==> src/rtl/hyper_pkg.sv <==
// hyper_burst_splitter shared definitions:
// packed-command field offsets, mode codes, FSM states.
package hyper_pkg;

  localparam int TRANS_SIZE      = 16;
  localparam int TRANS_DATA_SIZE = 32 + TRANS_SIZE + 3 + 1;

  localparam int RX_BIT   = 4;
  localparam int SIZE_LSB = 5;
  localparam int SIZE_MSB = TRANS_SIZE + 4;
  localparam int ADDR_LSB = TRANS_SIZE + 5;
  localparam int ADDR_MSB = TRANS_DATA_SIZE - 1;
  localparam int ADDR_W   = ADDR_MSB - ADDR_LSB + 1;

  typedef logic [TRANS_SIZE-1:0] cnt_t;

  localparam logic [2:0] MODE_NORMAL = 3'd0;
  localparam logic [2:0] MODE_REG    = 3'd1;
  localparam logic [2:0] MODE_2D     = 3'd2;

  typedef enum logic [1:0] {
    ST_IDLE,
    ST_WAIT_ARG,
    ST_ISSUE,
    ST_DONE
  } state_t;

  function automatic cnt_t min_cnt(cnt_t a, cnt_t b);
    return (a < b) ? a : b;
  endfunction

endpackage

==> src/rtl/hyper_burst_splitter_if.sv <==
// Burst command port towards the HyperBus PHY controller.
// valid/ready handshake; fields held stable while valid.
interface hyper_burst_splitter_if;
  import hyper_pkg::*;

  logic [31:0] addr;
  cnt_t        len;
  logic        rwn;
  logic        reg_acc;
  logic [15:0] reg_data;
  logic        last;
  logic        valid;
  logic        ready;

  modport master (
    output addr, len, rwn, reg_acc, reg_data, last, valid,
    input  ready
  );

  modport slave (
    input  addr, len, rwn, reg_acc, reg_data, last, valid,
    output ready
  );

endinterface

==> src/rtl/hyper_burst_calc.sv <==
// Burst length: min(rem, row_rem, burst_max), fixed 2 for
// register access; last when the burst drains what is left.
module hyper_burst_calc
  import hyper_pkg::*;
(
  input  cnt_t rem,
  input  cnt_t row_rem,
  input  cnt_t burst_max,
  input  logic use_row,
  input  logic is_reg,
  output cnt_t len,
  output logic last
);

  cnt_t cap;

  // Clamp by row, then by burst cap (0 = unlimited).
  always_comb begin
    cap = use_row ? min_cnt(rem, row_rem) : rem;
    len = cap;
    if (burst_max != '0 && burst_max < cap) len = burst_max;
    if (is_reg) len = cnt_t'(2);
    last = is_reg || (len == rem);
  end

endmodule

==> src/rtl/hyper_burst_splitter.sv <==
// Splits uDMA HyperBus transactions into PHY bursts
// (chip-select cap, 2D stride/line, register access).
module hyper_burst_splitter
  import hyper_pkg::*;
(
  input  logic                       clk_i,
  input  logic                       rstn_i,
  input  logic [TRANS_DATA_SIZE-1:0] trans_data_i,
  input  logic                       trans_valid_i,
  output logic                       trans_ready_o,
  input  logic [15:0]                arg_data_i,
  input  logic                       arg_valid_i,
  output logic                       arg_ready_o,
  input  cnt_t                       cfg_line_i,
  input  cnt_t                       cfg_burst_max_i,
  hyper_burst_splitter_if.master     burst,
  output logic                       trans_done_o,
  output logic                       trans_drop_o,
  output logic                       busy_o
);

  state_t      state;
  logic [31:0] addr_q;
  logic [31:0] row_base_q;
  cnt_t        rem_q;
  cnt_t        row_rem_q;
  logic [15:0] arg_q;
  logic        arg_vld;
  logic [15:0] targ_q;
  logic        rwn_q;
  logic        reg_q;
  logic        twod_q;
  logic        drop_q;

  logic [2:0]  cmd_mode;
  logic        cmd_rx;
  cnt_t        cmd_size;
  logic [31:0] cmd_addr;
  logic        cmd_reg;
  logic        cmd_2d;
  logic        cmd_arg;
  logic [15:0] arg_now;
  logic        arg_have;
  logic        arg_take;
  logic        issue;
  logic        hs;
  cnt_t        len;
  logic        last;
  cnt_t        rem_nxt;
  logic [31:0] row_nxt;
  logic        unused_mode_hi;

  assign cmd_mode = trans_data_i[2:0];
  assign cmd_rx   = trans_data_i[RX_BIT];
  assign cmd_size = trans_data_i[SIZE_MSB:SIZE_LSB];
  assign cmd_addr = {{(32-ADDR_W){1'b0}}, trans_data_i[ADDR_MSB:ADDR_LSB]};
  assign cmd_reg  = cmd_mode == MODE_REG;
  assign cmd_2d   = cmd_mode == MODE_2D;
  assign cmd_arg  = cmd_reg || cmd_2d;
  assign unused_mode_hi = trans_data_i[3];

  assign arg_now  = arg_valid_i ? arg_data_i : arg_q;
  assign arg_have = arg_valid_i || arg_vld;
  assign arg_take = (state == ST_IDLE && trans_valid_i && cmd_arg)
                 || (state == ST_WAIT_ARG && arg_valid_i);

  assign issue   = state == ST_ISSUE;
  assign hs      = issue && burst.ready;
  assign rem_nxt = rem_q - len;
  assign row_nxt = row_base_q + {16'b0, targ_q};

  hyper_burst_calc u_calc (
    .rem       (rem_q),
    .row_rem   (row_rem_q),
    .burst_max (cfg_burst_max_i),
    .use_row   (twod_q),
    .is_reg    (reg_q),
    .len       (len),
    .last      (last)
  );

  assign arg_ready_o   = 1'b1;
  assign trans_ready_o = state == ST_IDLE;
  assign busy_o        = state != ST_IDLE;
  assign trans_done_o  = state == ST_DONE;
  assign trans_drop_o  = drop_q;

  assign burst.valid    = issue;
  assign burst.addr     = issue ? addr_q : '0;
  assign burst.len      = issue ? len : '0;
  assign burst.rwn      = issue && rwn_q;
  assign burst.reg_acc  = issue && reg_q;
  assign burst.reg_data = (issue && reg_q) ? targ_q : '0;
  assign burst.last     = issue && last;

  // Sequencer: latch command, wait for argument, walk bursts.
  always_ff @(posedge clk_i or negedge rstn_i) begin
    if (!rstn_i) begin
      state      <= ST_IDLE;
      addr_q     <= '0;
      row_base_q <= '0;
      rem_q      <= '0;
      row_rem_q  <= '0;
      arg_q      <= '0;
      arg_vld    <= 1'b0;
      targ_q     <= '0;
      rwn_q      <= 1'b0;
      reg_q      <= 1'b0;
      twod_q     <= 1'b0;
      drop_q     <= 1'b0;
    end else begin
      drop_q <= trans_valid_i && state != ST_IDLE;
      if (arg_valid_i) arg_q <= arg_data_i;
      if (arg_take) arg_vld <= 1'b0;
      else if (arg_valid_i) arg_vld <= 1'b1;
      unique case (state)
        ST_IDLE: begin
          if (trans_valid_i) begin
            addr_q     <= cmd_addr;
            row_base_q <= cmd_addr;
            rem_q      <= cmd_reg ? cnt_t'(2) : cmd_size;
            row_rem_q  <= min_cnt(cmd_size, cfg_line_i);
            targ_q     <= arg_now;
            rwn_q      <= cmd_rx;
            reg_q      <= cmd_reg;
            twod_q     <= cmd_2d && cfg_line_i != '0;
            if (cmd_arg && !arg_have) state <= ST_WAIT_ARG;
            else if (!cmd_reg && cmd_size == '0) state <= ST_DONE;
            else state <= ST_ISSUE;
          end
        end
        ST_WAIT_ARG: begin
          if (arg_valid_i) begin
            targ_q <= arg_data_i;
            if (!reg_q && rem_q == '0) state <= ST_DONE;
            else state <= ST_ISSUE;
          end
        end
        ST_ISSUE: begin
          if (hs) begin
            if (last) begin
              rem_q <= '0;
              state <= ST_DONE;
            end else begin
              rem_q <= rem_nxt;
              if (twod_q && row_rem_q == len) begin
                row_base_q <= row_nxt;
                addr_q     <= row_nxt;
                row_rem_q  <= min_cnt(rem_nxt, cfg_line_i);
              end else begin
                addr_q    <= addr_q + {16'b0, len};
                row_rem_q <= row_rem_q - len;
              end
            end
          end
        end
        ST_DONE: state <= ST_IDLE;
      endcase
    end
  end

endmodule

==> src/flat_wrapper.sv <==
// flat-port wrapper written by rule: the top's interface ports become plain ports
module hyper_burst_splitter_flat import hyper_pkg::*;
  (clk_i, rstn_i, trans_data_i, trans_valid_i, trans_ready_o, arg_data_i, arg_valid_i, arg_ready_o, cfg_line_i, cfg_burst_max_i, trans_done_o, trans_drop_o, busy_o, burst_addr, burst_len, burst_rwn, burst_reg_acc, burst_reg_data, burst_last, burst_valid, burst_ready);
  hyper_burst_splitter_if burst_i ();
  input  logic clk_i;
  input  logic rstn_i;
  input  logic [TRANS_DATA_SIZE-1:0] trans_data_i;
  input  logic trans_valid_i;
  output logic trans_ready_o;
  input  logic [15:0] arg_data_i;
  input  logic arg_valid_i;
  output logic arg_ready_o;
  input  cnt_t cfg_line_i;
  input  cnt_t cfg_burst_max_i;
  output logic trans_done_o;
  output logic trans_drop_o;
  output logic busy_o;
  output wire logic [$bits(burst_i.addr)-1:0] burst_addr;
  output wire logic [$bits(burst_i.len)-1:0] burst_len;
  output wire logic [$bits(burst_i.rwn)-1:0] burst_rwn;
  output wire logic [$bits(burst_i.reg_acc)-1:0] burst_reg_acc;
  output wire logic [$bits(burst_i.reg_data)-1:0] burst_reg_data;
  output wire logic [$bits(burst_i.last)-1:0] burst_last;
  output wire logic [$bits(burst_i.valid)-1:0] burst_valid;
  input wire logic [$bits(burst_i.ready)-1:0] burst_ready;
  assign burst_addr = burst_i.addr;
  assign burst_len = burst_i.len;
  assign burst_rwn = burst_i.rwn;
  assign burst_reg_acc = burst_i.reg_acc;
  assign burst_reg_data = burst_i.reg_data;
  assign burst_last = burst_i.last;
  assign burst_valid = burst_i.valid;
  assign burst_i.ready = burst_ready;
  hyper_burst_splitter u_core (.clk_i(clk_i), .rstn_i(rstn_i), .trans_data_i(trans_data_i), .trans_valid_i(trans_valid_i), .trans_ready_o(trans_ready_o), .arg_data_i(arg_data_i), .arg_valid_i(arg_valid_i), .arg_ready_o(arg_ready_o), .cfg_line_i(cfg_line_i), .cfg_burst_max_i(cfg_burst_max_i), .burst(burst_i), .trans_done_o(trans_done_o), .trans_drop_o(trans_drop_o), .busy_o(busy_o));
endmodule
==> config.mk <==
export PLATFORM = sky130hd
export DESIGN_NAME = hyper_burst_splitter_flat
export DESIGN_NICKNAME = d
export VERILOG_FILES = /design/src/rtl/hyper_pkg.sv /design/src/rtl/hyper_burst_splitter_if.sv /design/src/rtl/hyper_burst_calc.sv /design/src/rtl/hyper_burst_splitter.sv /design/src/flat_wrapper.sv
export SDC_FILE = /design/constraint.sdc
export NUM_CORES = 1
export LEC_CHECK = 0
export BUFFER_PORTS_ARGS = -buffer_cell sky130_fd_sc_hd__buf_2
export CAP_MARGIN = 10
export CORE_MARGIN = 3
export CORE_UTILIZATION = 30
export CTS_BUF_LIST = sky130_fd_sc_hd__clkbuf_4 sky130_fd_sc_hd__clkbuf_8
export DETAILED_ROUTE_END_ITERATION = 10
export PLACE_DENSITY = 0.6
export SLEW_MARGIN = 40
export SYNTH_ARGS = -nofsm -noshare
export SYNTH_HDL_FRONTEND = slang
export SYNTH_SLANG_ARGS = --single-unit
==> constraint.sdc <==
create_clock -name clk_i -period 8.9 [get_ports clk_i]
set_input_delay 0 -clock clk_i [delete_from_list [all_inputs] [get_ports clk_i]]
set_output_delay 0 -clock clk_i [all_outputs]
set_load 0.005 [all_outputs]
==> results of run 1 <==
## metrics by stage
step	hold WS, ns	util, %	setup slack, ns	area [um2]	std cells
6_report	0.05216	36.81	0.4461	16310	2426
5_1_grt	0.05550	36.81	0.04625	16310	2426
4_1_cts	0.01076	36.73	0.4956	16280	2425
3_5_place_dp	0.1162	34.02	0.5118	15080	2310
3_3_place_gp	0.1105	33.95	0.6701	15040	2307
2_1_floorplan	-0.2956	-	0.2919	13470	1586
## synth_stat cells, types with 5 or more instances
cell type  number
a211o_1         5
a211oi_1       14
a21boi_0        5
a21o_1         30
a21oi_1        78
a221o_1        13
a22oi_1         8
a31oi_1        19
a32oi_1        19
a41oi_1         7
and2_1         36
and3_1         39
buf_1           5
buf_2          15
buf_6           5
clkbuf_1       52
dfrtp_1       135
ha_1          126
inv_1          81
mux2_2         42
mux2i_1        71
nand2_1       113
nand2b_1       12
nand3_1        34
nand4_1        23
nor2_1        115
nor2b_1        15
nor3_1         55
nor4_1         28
o211a_1         6
o211ai_1       25
o21a_1         22
o21ai_0        91
o21ai_1         7
o21bai_1        5
o22ai_1        10
o31ai_1         7
o41ai_1         6
or2_2          19
or3_1          15
xnor2_1        42
xor2_1         26
## layout by cell type, fill, tap and decap left out, types with 70 or more instances in the layout
master / n
mux2i_1: 70
dlygate4sd3_1: 83
nand2_1: 112
inv_1: 80
a21oi_1: 78
ha_1: 125
o21ai_0: 91
buf_2: 174
dfrtp_1: 134
nor2_1: 115
## layout make-up
| cell class | count | area, um2 |
|---|---|---|
| sequential | 135 | 3379 |
| clock buffer | 17 | 234.0 |
| timing repair buffer | 297 | 2036 |
| tap | 592 | 740.7 |
| inverter | 82 | 307.8 |
| multi-input combinational | 1288 | 9479 |
| fill | 4641 | 28010 |
| clock inverter | 15 | 135.1 |
## per-layer routing
layer  part of all wire [%]  routed length, um
met5                      0                  0
met4                    2.7               1406
met3                    6.1               3139
met2                     48              24550
met1                     44              22510
## flip-flops by register name, indices dropped and copies added, names as in the netlist
signal and cells:
u_core.addr_q 32, u_core.arg_q 16, u_core.arg_vld 1, u_core.reg_q 1, u_core.rem_q 16, u_core.row_base_q 32, u_core.row_rem_q 16, u_core.rwn_q 1
u_core.state 2, u_core.targ_q 16, u_core.trans_drop_o 1, u_core.twod_q 1
## timing repair
action                                  in CTS  in global routing
hold buffers                                83                  0
endpoints found under the setup margin       0                 15
gates resized for setup                      0                  3
endpoints found under the hold margin      204                  0
## worst max path at each step
stage and endpoint:
2_1_floorplan u_core.row_rem_q[10], 3_3_place_gp u_core.row_rem_q[15], 3_5_place_dp u_core.row_rem_q[3], 4_1_cts u_core.row_rem_q[8], 5_1_grt u_core.row_rem_q[5], 6_report u_core.row_rem_q[3]
## logic make-up after synthesis
| logic type | synth area share, % |
|---|---|
| fa+ha+maj | 12.29 |
| buf+inv | 5.070 |
| compound gates | 23.36 |
| other cells | 0.02783 |
| simple gates | 20.47 |
| xor+xnor | 4.587 |
| mux | 9.119 |
| flops | 25.07 |
## critical path: cells and delay by family, from the launching register on
family,cells,cell delay [ns]
AOI/OAI and AO/OA,12,2.95
muxes,3,0.73
adders and majority gates,4,1.12
and+or+nand+nor,9,2.26
buffers and inverters,4,0.80
DFF,1,0.47
==> run_results.csv, run 1 <==
group,metric,value,unit
worst_setup_path,critPathLaunch,"u_core.row_rem_q[7]",
floorplan,start_util,30.40,%
worst_setup_path,cp.arrival,8.83,ns
grt,grt_pass1_wl,79410,um
clock_network,clkTransAtPathRegs,0.10,ns
yosys,synth.distinct_cells,93,
place,place_hpwl,38940,um
yosys,yosys.area.top_type,"dfrtp_1",
route,firstDrtPassIters,5,
timing,hold_viol_final,0,
timing,min_period_over_period,94.99,%
worst_setup_path,end_kind,"flop",
place,globalplace.congestion,0.9364,
yosys,synth.net_count,1821,
timing,period_minus_slack,8.454,ns
worst_setup_path,path_max_fanout,29,
yosys,syn-cell-area,13470,um2
yosys,ys_seq_elements,135,
yosys,ys_warn_count,0,
worst_setup_path,critical-path-max-stage-delay,0.63,ns
grt,grt.total_usage,21.45,%
grt,use_met3,3.051,%
flow_run,max_cap_viol_count,0,
hold_path,hold_depth,4,
worst_setup_path,r2r_slack,0.45,ns
timing,fmax,118.3,MHz
yosys,ys.flop_type,"dfrtp_1",
timing,grt_setup_unrepaired,"false",
grt,grt_busiest_layer,"met2",
route,drc,0,
worst_setup_path,worstRegToRegCells,32,
worst_setup_path,setup.worst_path.start_class,"flop",
worst_setup_path,r2r-end,"u_core.row_rem_q[3]",
route,routed_wirelength,51610,um
floorplan,io_pins,178,
yosys,ys_top_cells_by_area,"dfrtp_1 (25%), ha_1 (12%), mux2i_1 (5.3%)",
yosys,synthCells,1586,
cells_and_area,finalNetCount,2056,
route,viasPerCell,5.646,
worst_setup_path,required,9.28,ns
floorplan,chipWidth,217.9,um
worst_setup_path,crit_type,"reg -> reg",
clock_network,h-tree-depth,4,
cells_and_area,drive_above_1_share,19.63,%
clock_network,clock_latency,0.50,ns
status,status,"completed",
floorplan,dieHeight,217.9,um
hold_path,min_path_type,"in -> reg",
timing,setup_viol,0,
clock_network,root_buffer,"clkbuf_8",
clock_network,cts_tree,"built",
grt,grt_pass1_vias,13290,
yosys,synth_edf_count,0,
yosys,synth.avg_cell_area,8.496,um2
route,detailroute.via_count,13700,
yosys,yosysSeqAreaShare,25.07,%
timing,slew_headroom,47.80,%
grt,use_met2,36.07,%
grt,overflow,0,
timing,fin_tns_setup,0,ns
timing,tightest_slew,0.7759,ns
grt,grt_max_degree,88,
yosys,yosysTopAreaCellShare,25.07,%
route,post_drt_wl_per_cell,21.27,um
grt,antenna_found_initial,0,
clock_network,cts_sinks,135,
yosys,synthArstFlopShare,100.0,%
route,drt_iter0_drc,1245,
cells_and_area,syn_to_final_growth,21.06,%
clock_network,cts_max_path_buffers,2,
floorplan,rows,77,
hold_path,hp-start,"cfg_line_i[11]",
clock_network,cts_setup_buffers,0,
worst_setup_path,slowest_stage,"or4b_2",
floorplan,core_area,44320,um2
clock_network,cts-buffers-inserted,17,
cells_and_area,antenna_cells,0,
floorplan,dieArea,47490,um2
route,antenna_left,0,
timing,final_max_slew_viol_count,0,
place,io_buffers,175,
grt,grt.met1_usage,28.43,%
timing,clock_skew,0.02172,ns
hold_path,worstHoldEndpoint,"u_core.row_rem_q[11]",
worst_setup_path,r2r_start,"u_core.row_rem_q[7]",
Power of run 1 is not shown: default switching activity piles up to over one toggle a cycle in this logic, so the estimate is an artifact.
==> run 2: changes to the inputs <==
--- a/config.mk
+++ b/config.mk
@@ -8,10 +8,10 @@
 export BUFFER_PORTS_ARGS = -buffer_cell sky130_fd_sc_hd__buf_2
 export CAP_MARGIN = 10
 export CORE_MARGIN = 3
-export CORE_UTILIZATION = 30
+export CORE_UTILIZATION = 45
 export CTS_BUF_LIST = sky130_fd_sc_hd__clkbuf_4 sky130_fd_sc_hd__clkbuf_8
 export DETAILED_ROUTE_END_ITERATION = 10
-export PLACE_DENSITY = 0.6
+export PLACE_DENSITY = 0.78
 export SLEW_MARGIN = 40
 export SYNTH_ARGS = -nofsm -noshare
 export SYNTH_HDL_FRONTEND = slang
==> constraint.sdc (replaced) <==
create_clock -name clk_i -period 8.9 [get_ports clk_i]
set_input_delay 0 -clock clk_i [delete_from_list [all_inputs] [get_ports clk_i]]
set_output_delay 0 -clock clk_i [all_outputs]
set_load 0.01 [all_outputs]
==> run_results.csv, run 2 (synthesis gave the netlist of run 1 again) <==
group,metric,value,unit
grt,antenna_found_initial,0,
worst_setup_path,r2r_slack,0.46,ns
floorplan,rows,62,
cells_and_area,antenna_cells,0,
timing,tightest_slew,0.7997,ns
floorplan,start_util,46.32,%
worst_setup_path,setup.worst_path.start_class,"flop",
cells_and_area,finalNetCount,2035,
worst_setup_path,cpLargestDelayFamily,"compound AO/OA/AOI/OAI gates",
timing,final_max_slew_viol_count,0,
route,firstDrtPassIters,5,
flow_run,max_cap_viol_count,0,
worst_setup_path,critical_path.n_buffers_inverters,4,
clock_network,root_buffer,"clkbuf_8",
route,drc,0,
route,viasPerCell,6.330,
floorplan,dieHeight,179.0,um
place,place_hpwl,34650,um
worst_setup_path,crit_type,"reg -> reg",
grt,overflow,0,
grt,grt_pass1_vias,13700,
floorplan,core_area,29090,um2
worst_setup_path,path_max_fanout,25,
timing,grt_setup_unrepaired,"false",
cells_and_area,syn_to_final_growth,17.98,%
worst_setup_path,critical-path-max-stage-delay,0.63,ns
place,io_buffers,175,
clock_network,cts_tree,"built",
timing,hold_viol_final,0,
timing,fin_tns_setup,0,ns
floorplan,dieArea,32060,um2
clock_network,cts_max_path_buffers,2,
route,post_drt_wl_per_cell,21.57,um
cells_and_area,drive_above_1_share,19.64,%
timing,min_period_over_period,94.80,%
worst_setup_path,slowest_stage,"or4b_2",
grt,grt.total_usage,29.11,%
route,detailroute.via_count,13910,
clock_network,h-tree-depth,4,
status,status,"completed",
route,antenna_left,0,
timing,setup_viol,0,
grt,use_met2,49.40,%
hold_path,min_path_type,"in -> reg",
cells_and_area,layout_commonest_cell,"buf_2",
timing,clock_skew,0.01937,ns
clock_network,cts_sinks,135,
cells_and_area,top_regs,"u_core.addr_q: 32 flops, u_core.row_base_q: 32 flops",
route,drt_iter0_drc,1441,
grt,use_met3,4.892,%
timing,fmax,118.5,MHz
clock_network,clkTransAtPathRegs,0.10,ns
timing,period_minus_slack,8.437,ns
grt,grt.met1_usage,36.72,%
clock_network,cts-buffers-inserted,17,
floorplan,io_pins,178,
worst_setup_path,end_kind,"flop",
cells_and_area,fillers,2632,
clock_network,clock_latency,0.48,ns
timing,slew_headroom,45.31,%
grt,grt_max_degree,72,
cells_and_area,final_cell_mix,"buf_2 (174), dfrtp_1 (134), ha_1 (125), nor2_1 (113), nand2_1 (112)",
place,globalplace.congestion,0.9498,
worst_setup_path,cp.arrival,8.79,ns
clock_network,cts_setup_buffers,0,
grt,grt_busiest_layer,"met2",
route,routed_wirelength,47390,um
floorplan,chipWidth,179.0,um
worst_setup_path,required,9.25,ns
grt,grt_pass1_wl,73280,um
[run 2: changes by cell type in the layout (fill, tap and decap cells not counted), moves of 2 or more]
cell,before,now
dlygate4sd3_1,83,70
buf_4,34,27
inv_8,2,6
clkinvlp_4,4,1
inv_6,7,5
nor2_1,115,113
[run 2: per-stage QoR]
stage               cell area, um2  std cells  utilization (%)  setup slack (ns)  hold slack, ns
floorplan                    13470       1586                -            0.2919         -0.2956
global placement             14740       2094            50.66            0.7412         0.08934
detailed placement           14750       2095            50.71            0.5566         0.08355
CTS                          15850       2196            54.49            0.4796        0.002727
global route                 15900       2197            54.65           0.02745         0.01624
finish                       15900       2197            54.65            0.4627         0.01206
[run 2: worst min-delay path, delay by kind of cell]
kind / cells / cell delay, ns
AND/OR/NAND/NOR: 1 / 0.15
AO/OA/AOI/OAI: 1 / 0.05
buffers and inverters: 1 / 0.26
[run 2: timing repair]
action	CTS	global route
setup endpoints to repair	0	16
hold buffers	69	1
resized for setup	0	5
hold endpoints to repair	181	1
[run 2: final timing paths]
path | from | endpoint | depth (start not counted)
min in group asynchronous | rstn_i | u_core.rem_q[0] | 2
worst max-delay path | u_core.row_rem_q[14] | u_core.row_rem_q[8] | 33
worst min-delay path | arg_valid_i | u_core.arg_vld | 3
worst min register to register | u_core.row_base_q[8] | u_core.row_base_q[8] | 1
max in group asynchronous | rstn_i | u_core.reg_q | 3
worst max register to register | u_core.row_rem_q[14] | u_core.row_rem_q[8] | 33
[run 2: metal layers]
| layer | wire length, um | share of wire [%] |
|---|---|---|
| met5 | 0 | 0 |
| met4 | 1814 | 3.8 |
| met3 | 3937 | 8.3 |
| met2 | 22770 | 48 |
| met1 | 18860 | 40 |
[run 2: area by class of cell]
class / instances / area [um2] / share of cell area, %
Multi-Input combinational cell: 1288 / 9482 / 59.65
Sequential cell: 135 / 3379 / 21.26
Timing Repair Buffer: 276 / 1839 / 11.57
Tap cell: 384 / 480.5 / 3.022
Inverter: 82 / 307.8 / 1.936
Clock buffer: 17 / 234.0 / 1.472
Clock inverter: 15 / 173.9 / 1.094
Power of run 2 is left out for the same reason.
